### config.mk
export PLATFORM = sky130hd
export DESIGN_NAME = dispensador_rolhas
export DESIGN_NICKNAME = d
export VERILOG_FILES = /design/src/rtl/dispensador_rolhas_pkg.sv /design/src/rtl/dispensador_rolhas_saida.sv /design/src/rtl/dispensador_rolhas.sv
export SDC_FILE = /design/constraint.sdc
export NUM_CORES = 1
export LEC_CHECK = 0
export CAP_MARGIN = 20
export CORE_MARGIN = 4
export CORE_UTILIZATION = 45
export DETAILED_ROUTE_END_ITERATION = 12
export PLACE_DENSITY = 0.7
export SLEW_MARGIN = 5
export SYNTH_ARGS = -nofsm -noshare
export SYNTH_HDL_FRONTEND = slang
export SYNTH_SLANG_ARGS = --single-unit
### constraint.sdc
create_clock -name clk -period 3.8 [get_ports clk]
set_input_delay 0.57 -clock clk [delete_from_list [all_inputs] [get_ports clk]]
set_output_delay 0.57 -clock clk [all_outputs]
set_load 0.05 [all_outputs]
### src/rtl/dispensador_rolhas_pkg.sv
// Shared bottling-line constants: state encodings for the cork dispenser and
// the sealing station, plus default hopper sizing.
package dispensador_rolhas_pkg;

   localparam int CAPACIDADE_PAD = 15;
   localparam int LIMIAR_PAD     = 3;

   typedef enum logic [1:0] {
      VAZIO   = 2'b00,
      PRONTO  = 2'b01,
      RECARGA = 2'b10
   } estado_t;

   typedef enum logic [1:0] {
      SEL_ESPERA = 2'b00,
      SEL_ROLHA  = 2'b01,
      SEL_PRENSA = 2'b10
   } estado_selagem_t;

endpackage

### src/rtl/dispensador_rolhas_saida.sv
// Moore output decode for the cork dispenser, built from gates on the state code.
module saida_dispensador
   import dispensador_rolhas_pkg::*;
(
   input  estado_t state,
   output logic    rolha,
   output logic    alarme
);

   assign rolha  = ~state[1] &  state[0];
   assign alarme = ~state[1] & ~state[0];

endmodule

### src/rtl/dispensador_rolhas.sv
// Cork hopper controller: feeds corks to the sealing head, counts one per rising
// edge of done, refills one per cycle while the operator holds recarga.
module dispensador_rolhas
   import dispensador_rolhas_pkg::*;
#(
   parameter int CAPACIDADE = CAPACIDADE_PAD,
   parameter int LIMIAR     = LIMIAR_PAD,
   parameter int LARGURA    = 4
) (
   input  logic               clk,
   input  logic               reset,
   input  logic               done,
   input  logic               recarga,
   output logic               rolha,
   output logic [LARGURA-1:0] estoque,
   output logic               baixo,
   output logic               alarme
);

   localparam logic [LARGURA-1:0] CAP = LARGURA'(CAPACIDADE);
   localparam logic [LARGURA-1:0] LIM = LARGURA'(LIMIAR);
   localparam logic [LARGURA-1:0] UM  = LARGURA'(1);

   estado_t            state, state_n;
   logic [LARGURA-1:0] estoque_n;
   logic               done_q;
   logic               consumo;

   assign consumo = done & ~done_q;

   // done_q follows done even in reset so a held done is not taken as a new bottle
   always_ff @(posedge clk) begin
      done_q <= done;
      if (!reset) begin
         state   <= VAZIO;
         estoque <= '0;
      end else begin
         state   <= state_n;
         estoque <= estoque_n;
      end
   end

   always_comb begin
      state_n   = state;
      estoque_n = estoque;
      case (state)
         PRONTO: begin
            if (consumo) begin
               estoque_n = estoque - UM;
               if (estoque == UM) state_n = VAZIO;
            end else if (recarga && estoque < CAP) begin
               state_n = RECARGA;
            end
         end
         VAZIO: begin
            if (recarga) state_n = RECARGA;
         end
         RECARGA: begin
            // the increment that fills the hopper also leaves RECARGA
            if (recarga && estoque < CAP) begin
               estoque_n = estoque + UM;
               if (estoque + UM == CAP) state_n = PRONTO;
            end else begin
               state_n = (estoque != '0) ? PRONTO : VAZIO;
            end
         end
         default: begin
            state_n   = VAZIO;
            estoque_n = '0;
         end
      endcase
   end

   assign baixo = (estoque <= LIM);

   saida_dispensador u_saida (
      .state  (state),
      .rolha  (rolha),
      .alarme (alarme)
   );

endmodule

After elaboration in Yosys (flattened, before gate mapping)

Index checks and enable logic that the tools add are counted.

Register bits: 7
Input port bits: 4
Output and inout bits: 7

Add/subtract/negate cells: 2
Order comparisons: 2
Equality and inequality tests: 10
Multiplexer cells: 11
Bitwise logic cells: 7
Reductions and logical operators: 5

Operators with widths:

| operator                                                               | count |
|---|---|
| 2-bit 2-to-1 mux                                                       | 6 |
| 4-bit case mux with 3 select lines                                     | 1 |
| 3-bit inequality test (second input constant)                          | 3 |
| 4-bit 2-to-1 mux                                                       | 2 |
| 2-bit inequality test (second input constant)                          | 3 |
| 2-bit case mux with 3 select lines                                     | 1 |
| 4-bit by 1-bit adder with 4-bit output (second input constant)         | 1 |
| 4-bit by 1-bit equality test with 1-bit output (second input constant) | 1 |
| 4-bit equality test (second input constant)                            | 1 |
| 4-bit by 2-bit <= comparator with 1-bit output (second input constant) | 1 |
| 4-bit < comparator (second input constant)                             | 1 |
| 1-bit inverter                                                         | 4 |
| 4-bit AND reduction                                                    | 1 |
| 4-bit nonzero test                                                     | 1 |
| 4-bit by 1-bit subtractor with 4-bit output (second input constant)    | 1 |
| 1-bit bitwise AND                                                      | 3 |
| 3-bit AND reduction                                                    | 1 |
| 2-bit by 1-bit equality test with 1-bit output (second input constant) | 1 |
| 2-bit equality test (second input constant)                            | 1 |
| 2-bit zero test                                                        | 1 |
| 1-bit logical AND                                                      | 1 |
| 1-bit 2-to-1 mux                                                       | 1 |

Logic depth before layout (Yosys ltp)

Depth after elaboration: 5
Gate-level depth with buffers: 9

Cells and area by module

From an unflattened synthesis, not the netlist that was laid out.

Cells, all modules: 76
Area total of the unflattened synthesis: 665.6 sq um

By module, submodules not included:

| module             | times used | cells each | area an instance (sq um) |
|---|---|---|---|
| dispensador_rolhas | 1          | 74         | 648.1 |
| saida_dispensador  | 1          | 2          | 17.5 |

Least setup slack after synthesis

OpenSTA, ideal clock, no wires.

Kind: register -> register
From: reg estoque[2]
To: reg state[0]
Setup time: 0.122 ns
Data arrival time: 2.003 ns
Required time: 3.678 ns
Slack: 1.675 ns
Cell stages (with the launch flop): 7
Buffers on the path: 1
Period minus slack after synthesis: 2.125 ns
Cell sequence: dfxtp_1 -> buf_6 -> nor2_1 -> nand4b_1 -> a32oi_1 -> o21ai_2 -> mux2i_1

Cells in the longest elaborated chain, start to end: 4
Elaborated cells between the ends (all ways): 13
Classes of those cells: add/sub (1); order compare (1); eq/ne (5); mux (3); reduce/logical (3)

Ends and longest elaborated chain:

| element                                                                                           | RTL line                 | RTL |
|---|---|---|
| start, declared                                                                                   | dispensador_rolhas.sv:15 | `output logic [LARGURA-1:0] estoque,` |
| start signal, assigned                                                                            | dispensador_rolhas.sv:39 | `estoque <= estoque_n;` |
| 4-bit by 1-bit adder with 4-bit output (tied with other cells)                                    | dispensador_rolhas.sv:62 | `if (estoque + UM == CAP) state_n = PRONTO;` |
| 4-bit equality test (tied with other cells)                                                       | dispensador_rolhas.sv:62 |  |
| 3-bit inequality test (no source line) / 2-bit 2-to-1 mux (equally long branches)                 | --                       |  |
| 4-bit AND reduction (no source line) / 2-bit case mux with 3 select lines (equally long branches) | --                       |  |
| end signal, assigned                                                                              | dispensador_rolhas.sv:38 | `state <= state_n;` |
| end, declared                                                                                     | dispensador_rolhas.sv:24 | `estado_t state, state_n;` |

Parallel ways exist; a longest one is shown, timed or not.
A chain may end at the register's enable or synchronous reset.

Worst setup path in the final report

From: reg state[1]
To: out rolha

Cells in the longest elaborated chain, start to end: 2

Ends and longest elaborated chain:

| element           | RTL line                       | RTL |
|---|---|---|
| 1-bit inverter    | dispensador_rolhas_saida.sv:10 | `assign rolha = ~state[1] & state[0];` |
| 1-bit bitwise AND | dispensador_rolhas_saida.sv:10 |  |
| end, declared     | dispensador_rolhas.sv:14       | `output logic rolha,` |

No other way between the ends.

==> flow_summary.ini <==
[timing]
tns_ps = 0
min_period_ps = 2380
drv_slew = 0
worst_slew_margin_rel_pct = 67.0
worst_pin_slew_ps = 493
rsz0062_at_grt = false
skew_ps = 0.242
hold_viol = 0
fmax_mhz = 420
finalCritPeriodShare_pct = 62.6
setup_violations = 0

[finish]
multi_input_area_um2 = 400
n_antenna_cell = 0
regArea_um2 = 140
drive_above_1_share_pct = 9.88
fillers = 116
area_growth_pct = 21.4
fin_nets = 94
utilization_pct = 60.7

[detailed_routing]
drt-total-wl_um = 1290
vias = 549
drtPass1Iterations = 4
drtIter0Drc = 22
drc = 0
wl_per_cell_um = 13.5
antenna_left = 0
post_drt_via_cell_ratio = 5.78

[yosys]
syn_nets = 82
yosys_warnings = 0
synth_area_um2 = 586
synth_commonest_cells = ha_1, dfxtp_1, inv_1
ys_async_sr_fraction_pct = 0
ys_types = 30
synthDominantCellAreaShare_pct = 23.9
synth.largest_area_cell = dfxtp_1
ys_seq_area_share_pct = 23.9
postSynthCellCount = 70
ys_ff_latch = 7
ys_top_cells_by_area = dfxtp_1, ha_1, mux2i_1
avgSynthCellArea_um2 = 8.37
ys.flop_type = dfxtp_1
synth.most_common_cell = ha_1
synth_edf_count = 0

[setup_path]
path_class = flop to output pin
cp.required_ps = 3230
cp-start-kind = flop
end_kind = output pin
cp_max_fo = 7
arrival_ps = 1810
rr_worst_depth = 7

[place]
port_buffers = 10
place_congestion = 0.869
dp_hpwl_um = 961

[clocking]
htree_levels = 1
numCtsBuffers = 3
numClockSinks = 7
root_buffer = clkbuf_4
path_clk_slew_ps = 50
cts_tree = built
post_cts_buffers = 0
clk_latency_ps = 240
cts_resized = 0
ctsLongestPathBuffers = 2
postCtsHoldBufs = 0

[grt]
track_usage_pct = 14.2
grt_start_max_net_pins = 11
grt_pass1_vias = 483
antenna_found_initial = 0
overflow = 0
grt_pass1_wl_um = 2150

[pwr]
leakage_nw = 0.272
power_density_nw_per_um2 = 472
peakVddDrop_mv = 0.391

[hold_path]
hold_class = flop to flop
holdPathStages = 2

[floorplanning]
die_w_um = 44.1
num_rows = 12
die_y_um = 44.1
pin_count = 11
start_util_pct = 50.0
core-area_um2 = 1170
die_area_um2 = 1940

[outcome]
status = completed

[flow_run]
maxCapViolations = 0
layout by cell type (no fill, tap or decap), drive strengths merged, types with 2 or more instances in the layout:
cell type and count:
a21oi 5, clkbuf 4, clkdlybuf4s50 10, dfxtp 7
ha 8, inv 7, mux2i 3, nand2 5
nand2b 2, nand3 3, nand4 2, nor2 4
nor4 2, o21a 2, o21ai 3, o221ai 2
critical path, stage by stage (launching register included):
cell             delay (ps)
dfxtp_1                 330
inv_1                    80
ha_1                    300
clkdlybuf4s50_1         860
stage by stage:
stage          std cells  setup slack (ps)  hold WS [ps]  instance area [um^2]  total power, W
4_1_cts               95              1400           506                   711        0.000337
6_report              95              1420           500                   711        0.000335
2_1_floorplan         70              1670           471                   586        0.000229
3_3_place_gp          91              1590           490                   684        0.000268
5_1_grt               95              1350           530                   711        0.000359
3_5_place_dp          91              1580           503                   684        0.000269
report_power, final:
part	leakage, nW	total, W	switching (W)	internal [W]
Clock	0.0150	0.0000653	0.0000254	0.0000399
Sequential	0.0571	0.0000932	0.0000106	0.0000826
Combinational	0.199	0.000177	0.000111	0.0000656
layout make-up:
cell class	instances	share of cell area (%)
multi-input combinational	53	56.3
sequential	7	19.7
timing repair buffer	10	14.1
clock buffer	4	3.70
inverter	7	3.70
tap	14	2.46
cell families (layout without fill, tap and decap cells):
group | count (synthesis) | count (layout) | share of synthesized area (%)
AO/OA/AOI/OAI | 18 | 18 | 22.4
AND/OR/NAND/NOR | 24 | 24 | 23.7
flip-flops | 7 | 7 | 23.9
buffers and inverters | 10 | 21 | 7.69
adder cells (fa/ha/maj) | 8 | 8 | 17.1
multiplexers | 3 | 3 | 5.13
state kept, by name (all words and copies together), names as in the netlist:
name / flops
done_q: 1
estoque: 4
state: 2
path summary, 6_finish.rpt:
| check | slack, ps | from | to |
|---|---|---|---|
| worst max register to register | 2010 | state[0] | estoque[0] |
| worst max-delay path | 1420 | state[1] | rolha |
| worst min register to register | 500 | state[1] | state[1] |
| worst min-delay path | 500 | state[1] | state[1] |
metal layers:
metal	track usage (%)	routed length (um)	part of all wire, %
met1	20.5	639	50
met2	20.9	563	44
met3	2.44	80	6.2
met4	5.42	4	0.31
met5	0	0	0
Note: power is estimated with default switching activity, not from simulation.
